## src/rtl/fe_sweep_sequencer.sv

```systemverilog
// RF front-end sweep sequencer: steps fe_ctrl through a programmable table, blanking rx
// samples while each setting settles, then passing a fixed count of strobes per step.
module fe_sweep_sequencer #(
  parameter int         NUM_STEPS    = 8,
  parameter int         CTRL_WIDTH   = 6,
  parameter int         DWELL_WIDTH  = 16,
  parameter int         SETTLE_WIDTH = 12,
  parameter logic [6:0] BASEADDR     = 7'd80,
  localparam int        IW           = $clog2(NUM_STEPS)
) (
  input  logic                  clock,
  input  logic                  reset,
  input  logic [6:0]            serial_addr,
  input  logic [31:0]           serial_data,
  input  logic                  serial_strobe,
  input  logic                  sample_strobe,
  output logic [CTRL_WIDTH-1:0] fe_ctrl,
  output logic [IW-1:0]         step_index,
  output logic                  sample_valid,
  output logic                  step_start,
  output logic                  sweep_done,
  output logic                  busy,
  output logic [1:0]            dbg_state,
  output logic                  dbg_enable
);

  // Handshakes: serial_strobe and sample_strobe are single-cycle qualifiers with no
  // back-pressure; every high cycle is exactly one write / one sample and is always taken.

  typedef enum logic [1:0] {
    ST_IDLE   = 2'd0,
    ST_SETTLE = 2'd1,
    ST_DWELL  = 2'd2
  } state_t;

  localparam logic [7:0] BASE8  = {1'b0, BASEADDR};
  localparam logic [7:0] TAB_LO = BASE8 + 8'd2;
  localparam logic [7:0] TAB_HI = TAB_LO + 8'(NUM_STEPS);

  state_t state, state_next;

  logic                    enable;
  logic                    one_shot;
  logic [3:0]              last_raw;
  logic [SETTLE_WIDTH-1:0] settle_reg;
  logic [CTRL_WIDTH-1:0]   ctrl_tab  [NUM_STEPS];
  logic [DWELL_WIDTH-1:0]  dwell_tab [NUM_STEPS];

  logic [SETTLE_WIDTH-1:0] settle_cnt;
  logic [DWELL_WIDTH-1:0]  dwell_rem;

  logic [7:0]  addr8;
  logic [7:0]  tab_off;
  logic [IW-1:0] tab_idx;
  logic        wr_ctrl, wr_settle, wr_tab, abort;
  logic        os_eff;
  logic [3:0]  ls_src;
  logic [IW-1:0] ls_eff;
  logic [SETTLE_WIDTH-1:0] settle_eff;
  logic        dwell_end;
  logic        load, done;
  logic [IW-1:0] load_idx;
  logic [CTRL_WIDTH-1:0]  ld_ctrl;
  logic [DWELL_WIDTH-1:0] ld_dwell;
  logic        pass_sample;
  logic        unused_bits;

  // Register decode
  assign addr8     = {1'b0, serial_addr};
  assign tab_off   = addr8 - TAB_LO;
  assign tab_idx   = tab_off[IW-1:0];
  assign wr_ctrl   = serial_strobe && (serial_addr == BASEADDR);
  assign wr_settle = serial_strobe && (addr8 == BASE8 + 8'd1);
  assign wr_tab    = serial_strobe && (addr8 >= TAB_LO) && (addr8 < TAB_HI);
  assign abort     = wr_ctrl && !serial_data[0];
  assign unused_bits = ^{serial_data, tab_off};

  // A write landing on the same cycle as a decision is seen by that decision.
  assign os_eff     = wr_ctrl ? serial_data[1] : one_shot;
  assign ls_src     = wr_ctrl ? serial_data[11:8] : last_raw;
  assign ls_eff     = ({1'b0, ls_src} >= 5'(NUM_STEPS)) ? IW'(NUM_STEPS - 1) : ls_src[IW-1:0];
  assign settle_eff = wr_settle ? serial_data[SETTLE_WIDTH-1:0] : settle_reg;
  assign ld_ctrl    = (wr_tab && tab_idx == load_idx) ? serial_data[16 +: CTRL_WIDTH]
                                                      : ctrl_tab[load_idx];
  assign ld_dwell   = (wr_tab && tab_idx == load_idx) ? serial_data[DWELL_WIDTH-1:0]
                                                      : dwell_tab[load_idx];

  assign dwell_end = (state == ST_DWELL) && sample_strobe && (dwell_rem == DWELL_WIDTH'(1));

  // State register
  always_ff @(posedge clock) begin
    if (reset) state <= ST_IDLE;
    else       state <= state_next;
  end

  // Next-state logic; load marks the cycle that enters SETTLE with entry load_idx
  always_comb begin
    state_next = state;
    load       = 1'b0;
    load_idx   = '0;
    done       = 1'b0;
    case (state)
      ST_IDLE: begin
        if (wr_ctrl && serial_data[0]) begin
          state_next = ST_SETTLE;
          load       = 1'b1;
        end
      end
      ST_SETTLE: begin
        if (abort)                   state_next = ST_IDLE;
        else if (settle_cnt == '0)   state_next = ST_DWELL;
      end
      ST_DWELL: begin
        if (abort) begin
          state_next = ST_IDLE;
        end else if (dwell_end) begin
          if (step_index < ls_eff) begin
            state_next = ST_SETTLE;
            load       = 1'b1;
            load_idx   = step_index + 1'b1;
          end else begin
            done = 1'b1;
            if (os_eff) begin
              state_next = ST_IDLE;
            end else begin
              state_next = ST_SETTLE;
              load       = 1'b1;
            end
          end
        end
      end
      default: state_next = ST_IDLE;
    endcase
  end

  // Combinational outputs
  always_comb begin
    busy       = (state != ST_IDLE);
    dbg_state  = state;
    dbg_enable = enable;
  end

  // Samples pass in DWELL and in a quiet IDLE; the cycle that starts a sweep is blanked.
  assign pass_sample = (state == ST_DWELL) || (state == ST_IDLE && state_next == ST_IDLE);

  // Registers, table, counters and registered outputs
  always_ff @(posedge clock) begin
    if (reset) begin
      enable       <= 1'b0;
      one_shot     <= 1'b0;
      last_raw     <= '0;
      settle_reg   <= '0;
      for (int k = 0; k < NUM_STEPS; k++) begin
        ctrl_tab[k]  <= '0;
        dwell_tab[k] <= '0;
      end
      settle_cnt   <= '0;
      dwell_rem    <= '0;
      fe_ctrl      <= '0;
      step_index   <= '0;
      sample_valid <= 1'b0;
      step_start   <= 1'b0;
      sweep_done   <= 1'b0;
    end else begin
      if (wr_ctrl) begin
        enable   <= serial_data[0];
        one_shot <= serial_data[1];
        last_raw <= serial_data[11:8];
      end
      if (done && os_eff) enable <= 1'b0;
      if (wr_settle) settle_reg <= serial_data[SETTLE_WIDTH-1:0];
      if (wr_tab) begin
        ctrl_tab[tab_idx]  <= serial_data[16 +: CTRL_WIDTH];
        dwell_tab[tab_idx] <= serial_data[DWELL_WIDTH-1:0];
      end

      if (load) begin
        step_index <= load_idx;
        fe_ctrl    <= ld_ctrl;
        settle_cnt <= settle_eff;
        dwell_rem  <= (ld_dwell == '0) ? DWELL_WIDTH'(1) : ld_dwell;
      end else begin
        if (state == ST_SETTLE && settle_cnt != '0) settle_cnt <= settle_cnt - 1'b1;
        if (state == ST_DWELL && sample_strobe && dwell_rem != DWELL_WIDTH'(1))
          dwell_rem <= dwell_rem - 1'b1;
      end

      sample_valid <= sample_strobe && pass_sample;
      step_start   <= (state == ST_SETTLE) && (state_next == ST_DWELL);
      sweep_done   <= done;
    end
  end

endmodule

```

## config.mk

```make
export PLATFORM = sky130hd
export DESIGN_NAME = fe_sweep_sequencer
export DESIGN_NICKNAME = d
export VERILOG_FILES = /design/src/rtl/fe_sweep_sequencer.sv
export SDC_FILE = /design/constraint.sdc
export NUM_CORES = 1
export LEC_CHECK = 0
export CAP_MARGIN = 20
export CORE_ASPECT_RATIO = 1.1
export CORE_UTILIZATION = 34
export DETAILED_ROUTE_END_ITERATION = 8
export PLACE_DENSITY_LB_ADDON = 0.15
export SYNTH_ARGS = -nofsm -noshare
export SYNTH_HDL_FRONTEND = slang
export SYNTH_SLANG_ARGS = --single-unit
export TNS_END_PERCENT = 10
```

## constraint.sdc

```tcl
create_clock -name clock -period 14.6 [get_ports clock]
set_input_delay 2.92 -clock clock [delete_from_list [all_inputs] [get_ports clock]]
set_output_delay 2.92 -clock clock [all_outputs]
set_load 0.05 [all_outputs]
```

## Word-level counts from Yosys, hierarchy flattened

Memory sizes are Yosys's and may differ from the RTL's. A register that Yosys moved wholly into a read port is not among the register bits.
Index checks and enable logic that the tools add are counted.

- Register bits: 54
- RAM bits: 176
- Output and inout port bits: 16
- Logic and storage cells: 100
- Memories: 2

- $add $sub $neg: 4
- Magnitude comparators: 4
- Eq/ne operators: 8
- Mux-type cells: 43
- Reductions and logical operators: 28

Memories:

| memory | depth | width | rd ports | clocked after Yosys merged registers in | write ports | line | source |
|---|---|---|---|---|---|---|---|
| dwell_tab | 8 | 16 | 1 | 0 | 8 | 47 | `logic [DWELL_WIDTH-1:0] dwell_tab [NUM_STEPS];` |
| ctrl_tab | 8 | 6 | 1 | 1 | 8 | 46 | `logic [CTRL_WIDTH-1:0] ctrl_tab [NUM_STEPS];` |

Operator list:

| cell | count |
|---|---|
| 16-bit 2-to-1 mux | 5 |
| 12-bit 2-to-1 mux | 3 |
| 3-bit 2-to-1 mux | 7 |
| 1-bit 2-to-1 mux | 19 |
| 16-bit by 1-bit equality test with 1-bit output, second input constant | 1 |
| 16-bit zero test | 1 |
| 16-bit by 1-bit != test with 1-bit output, second input constant | 1 |
| 16-bit OR reduction | 1 |
| 16-bit by 1-bit subtractor with 16-bit output, second input constant | 1 |
| 1-bit logical AND | 15 |
| 7-bit equality test, second input constant | 2 |
| 12-bit zero test | 1 |
| 12-bit nonzero test | 1 |
| 12-bit by 1-bit subtractor with 12-bit output, second input constant | 1 |
| 2-bit 2-to-1 mux | 5 |
| 7-bit >= comparator, second input constant | 1 |
| 7-bit < comparator, second input constant | 1 |
| 6-bit 2-to-1 mux | 1 |
| 2-bit one-hot mux with 3 select lines | 1 |
| 2-bit nonzero test | 3 |
| 6-bit OR reduction | 1 |
| 2-bit equality test, second input constant | 2 |
| 4-bit >= comparator, second input constant | 1 |
| 2-bit zero test | 2 |
| 10 further kinds | 10 |

## Longest topological paths before layout

- Word-level depth: 16
- Mapped depth: 17
- Depth with buffers taken out: 14

## Least setup slack after synthesis

OpenSTA, ideal clock, no wires.

- Path kind: input to register
- Start point: in serial_addr[0]
- End point: reg dwell_rem[0]
- Library setup time: 87 ps
- Arrival: 6,821 ps
- Setup slack: 7,692 ps
- Stages on the path: 15
- Buffers on the path: 1
- Cell sequence: or4_4 or2_4 clkbuf_1 or3_1 o31ai_1 ha_1 o21ai_0 a32o_1 o22a_2 nand4_1 a211oi_2 or2b_1 a222oi_1 nand4b_1 o31ai_1

- Longest elaborated chain between the ends: 16
- Elaborated cells between the ends (all ways): 32
- Classes of those cells: add/sub: 1; order compare: 4; eq/ne: 2; mux: 16; reduce/logical: 8; memory: 1

Ends and longest elaborated chain:

| item | line | source |
|---|---|---|
| from (decl) | 13 | `input logic [6:0] serial_addr,` |
| parallel branches: the longest is 16 deep, another holds memory 8 x 16 bit | - |  |
| to (signal assigned) | 181 | `dwell_rem <= (ld_dwell == '0) ? DWELL_WIDTH'(1) : ld_dwell;` |
| to (signal assigned) | 185 | `dwell_rem <= dwell_rem - 1'b1;` |
| to (decl) | 50 | `logic [DWELL_WIDTH-1:0] dwell_rem;` |

Several ways; the timed one is not identified.
A chain may end at the register's enable or synchronous reset.

## Worst setup path after layout

- Start point: in serial_addr[1]
- End point: reg dwell_rem[0]

The elaborated chain is that of the path after synthesis.

==> flow_metrics.py <==
metrics = {
    "run_status": {
        "status": "finished with violations",
        "failed_checks": "DRC",
    },
    "drt": {
        "first_pass_iters": 9,
        "post-route-drc-count": 4,
        "final_antenna_net_count": 0,
        "wl_per_cell_um": 24.09,
        "vias": 8843,
        "wirelength_um": 37470,
        "viasPerCell": 5.687,
        "drtIter0Drc": 697,
    },
    "worst_setup_path": {
        "critical_path.max_fanout": 18,
        "cp.arrival_ps": 8620,
        "crit_path_top_delay_cell": "a211o_1",
        "worst-setup-path-type": "primary input to flop",
        "slowest_delay_ps": 670,
        "cp-start-kind": "primary input",
        "critical_path.cell_chain": "clkdlybuf4s50_1 > or4_4 > or2_4 > or3_1 > o31ai_1 > ha_1 > o21ai_0 > a32o_1 > o22ai_4 > buf_4 > o31ai_2 > a211o_1 > o311ai_0 > a222oi_1 > nand4b_1 > o31ai_1",
        "required_ps": 15050,
        "cp-end-kind": "flop",
        "cpMostUsedCell": "o31ai_1",
    },
    "floorplanning": {
        "core_area_um2": 34200,
        "io_pins": 59,
        "die_h_um": 197.4,
        "rows": 71,
        "fp.dieW_um": 179.6,
        "start_util_pct": 34.51,
        "die_area_um2": 35460,
    },
    "pwr": {
        "internal_power_uw": 1141,
        "power_leakage_uw": 0.005231,
        "power_frac_comb_pct": 5.6,
        "power_density_nw_per_um2": 109.4,
        "power.share.sequential_pct": 50.8,
        "ir_worst_vdd_mv": 0.07190,
        "p_sw_uw": 338.4,
        "switching_share_pct": 22.88,
        "pwr-share-clk_pct": 43.5,
    },
    "min_path": {
        "hold_path.class": "flop to flop",
    },
    "place": {
        "numPortBuffers": 48,
        "gp_congestion": 0.7943,
        "hpwl_um": 21500,
        "place_area_um2": 12700,
    },
    "timing": {
        "hold_viol_final": 0,
        "slew_violations": 0,
        "tightest_slew_ps": 1078,
        "final.setup_skew_ps": 10.37,
        "min_period_ps": 8172,
        "setup-tns-final_ps": 0,
        "fmax_ghz": 0.1224,
        "rsz0062_at_grt": "false",
        "period_share_pct": 55.97,
        "setup_viol": 0,
        "max_slew_margin_pct": 27.45,
    },
    "synth": {
        "syn_area_per_cell_um2": 10.83,
        "netlist_area_um2": 11800,
        "synth_flop_cell": "edfxtp_1",
        "async_flop_share_pct": 0,
        "synthDominantAreaCellType": "edfxtp_1",
        "yosys_register_bits": 236,
        "synthCells": 1090,
        "yosysWarnings": 0,
        "synthTopCellsByArea": "edfxtp_1 45%, dfxtp_1 10%, and3_1 9.5%",
        "synth_nets": 1144,
        "ys_types": 71,
        "synth_top_cell_area_share_pct": 44.78,
        "synth-edff-count": 176,
        "seq_area_frac_synth_pct": 54.96,
    },
    "clock_network": {
        "cts_tree": "built",
        "cts-root-buf": "clkbuf_16",
        "cts_resized": 0,
        "cts_hold_buffers": 0,
        "clk_pin_slew_ps": 60,
        "clock_latency_ps": 540,
        "clock_sinks": 236,
        "cts_inserted_buffers": 27,
        "post_cts.repair.setup_buffers": 0,
        "cts_buffer_depth": 3,
        "cts_max_level": 1,
    },
    "cells_and_area": {
        "final_common_cell": "and3_1",
        "mostFrequentLayoutCells": "180 x and3_1, 176 x edfxtp_1, 70 x nor2_1",
        "antenna_cells": 0,
        "top_regs": "dwell_tab x128, ctrl_tab x48, dwell_rem x16",
        "largest_reg_flops": 128,
        "areaGrowthSynthToFinish_pct": 14.54,
        "fin_area_um2": 13520,
        "top_register": "dwell_tab",
        "layout-drive-gt1-share_pct": 9.490,
        "fin_nets": 1152,
    },
    "global_route": {
        "grt_usage_pct": 21.04,
        "grt_pass1_wl_um": 55880,
        "antenna_found_initial": 0,
        "grt_pass1_vias": 8650,
        "overflow": 0,
        "grt_max_degree": 93,
    },
    "job": {
        "cap_violations": 0,
    },
}
==> worst paths after layout <==
path | startpoint | end | slack [ps] | cells past startpoint
worst max register to register | last_raw[3]$_SDFF_PP0_ | dwell_rem[0]$_SDFFE_PP0P_ | 10170 | 12
worst min-delay path | last_raw[0]$_SDFF_PP0_ | last_raw[0]$_SDFF_PP0_ | 460 | 2
worst min register to register | last_raw[0]$_SDFF_PP0_ | last_raw[0]$_SDFF_PP0_ | 460 | 2
worst max-delay path | serial_addr[1] | dwell_rem[0]$_SDFFE_PP0P_ | 6430 | 16
==> metal layers <==
layer  GRT usage (%)  vias up  part of all wire, %
met1           28.35     4436                   46
met4           5.747        0                  2.0
met2           35.60      241                   47
met3           2.673       37                  4.8
li1                -     4129                    -
met5               0        -                    0
==> worst max-delay path, delay by kind of cell <==
family	cells	cell delay (ps)
AOI/OAI and AO/OA	9	3130
adders and majority gates	1	260
buffers and inverters	2	820
and+or+nand+nor	4	1450
==> cell families (layout without fill, tap and decap cells) <==
| kind of cell | Yosys count | after routing | synth area share (%) |
|---|---|---|---|
| flip-flops | 236 | 236 | 54.96 |
| adder cells (fa/ha/maj) | 11 | 11 | 1.166 |
| buffers and inverters | 113 | 140 | 3.965 |
| AO/OA/AOI/OAI | 203 | 203 | 12.65 |
| multiplexers | 48 | 48 | 4.304 |
| XOR/XNOR | 26 | 26 | 1.929 |
| AND/OR/NAND/NOR | 453 | 453 | 21.03 |
==> cell usage after synthesis (3+ instances only) <==
| master | n |
|---|---|
| a21o_1 | 13 |
| nor3b_1 | 5 |
| nand3b_1 | 9 |
| and3_1 | 180 |
| nor2b_1 | 8 |
| buf_1 | 9 |
| or3_1 | 6 |
| edfxtp_1 | 176 |
| or4_1 | 4 |
| a21oi_1 | 34 |
| dfxtp_1 | 60 |
| ha_1 | 11 |
| buf_2 | 11 |
| nand3_1 | 26 |
| nor3_1 | 33 |
| nand2b_1 | 7 |
| nor2_1 | 70 |
| nand4b_1 | 3 |
| o31a_1 | 3 |
| nand2_1 | 69 |
| a211o_1 | 3 |
| o21ai_0 | 21 |
| a31oi_1 | 3 |
| buf_6 | 4 |
| xnor2_1 | 14 |
| o311ai_0 | 4 |
| nand4_1 | 5 |
| nor4_1 | 9 |
| o31ai_1 | 11 |
| o22ai_1 | 8 |
| a311oi_1 | 8 |
| a221oi_1 | 4 |
| a22o_1 | 4 |
| a22oi_1 | 6 |
| mux2_2 | 12 |
| inv_1 | 12 |
| clkbuf_1 | 77 |
| xor2_1 | 12 |
| o211ai_1 | 6 |
| o21a_1 | 4 |
| mux2i_1 | 35 |
| a211oi_1 | 47 |
| and2_1 | 8 |
==> power groups by stage <==
stage | clock network, uW | logic, uW | registers (uW)
after global routing | 679 | 88.9 | 755
final | 644 | 82.9 | 752
after detailed placement | 0 | 83.3 | 766
after global placement | 0 | 82.9 | 766
after CTS | 655 | 83.5 | 752
after floorplan | 0 | 40.5 | 765
==> layout make-up <==
type | instances | area (um2)
multi-input cells | 741 | 4903
repair buffers | 80 | 715.7
inverters | 12 | 45.04
flip-flops and latches | 236 | 6487
clock inverters | 17 | 128.9
well taps | 438 | 548.0
fillers | 3270 | 20680
clock buffers | 31 | 690.7
==> metrics by stage <==
stage | cells | hold slack (ps) | setup slack (ps) | power (uW) | util [%]
floorplan | 1090 | 436.3 | 7692 | 805.4 | -
global placement | 1507 | 443.2 | 5939 | 848.6 | 37.13
detailed placement | 1507 | 452.6 | 5922 | 849.8 | 37.13
CTS | 1555 | 462.4 | 6456 | 1491 | 39.53
global route | 1555 | 483.6 | 6144 | 1522 | 39.53
finish | 1555 | 463.5 | 6428 | 1479 | 39.53
Note: power is estimated with default switching activity, not from simulation.
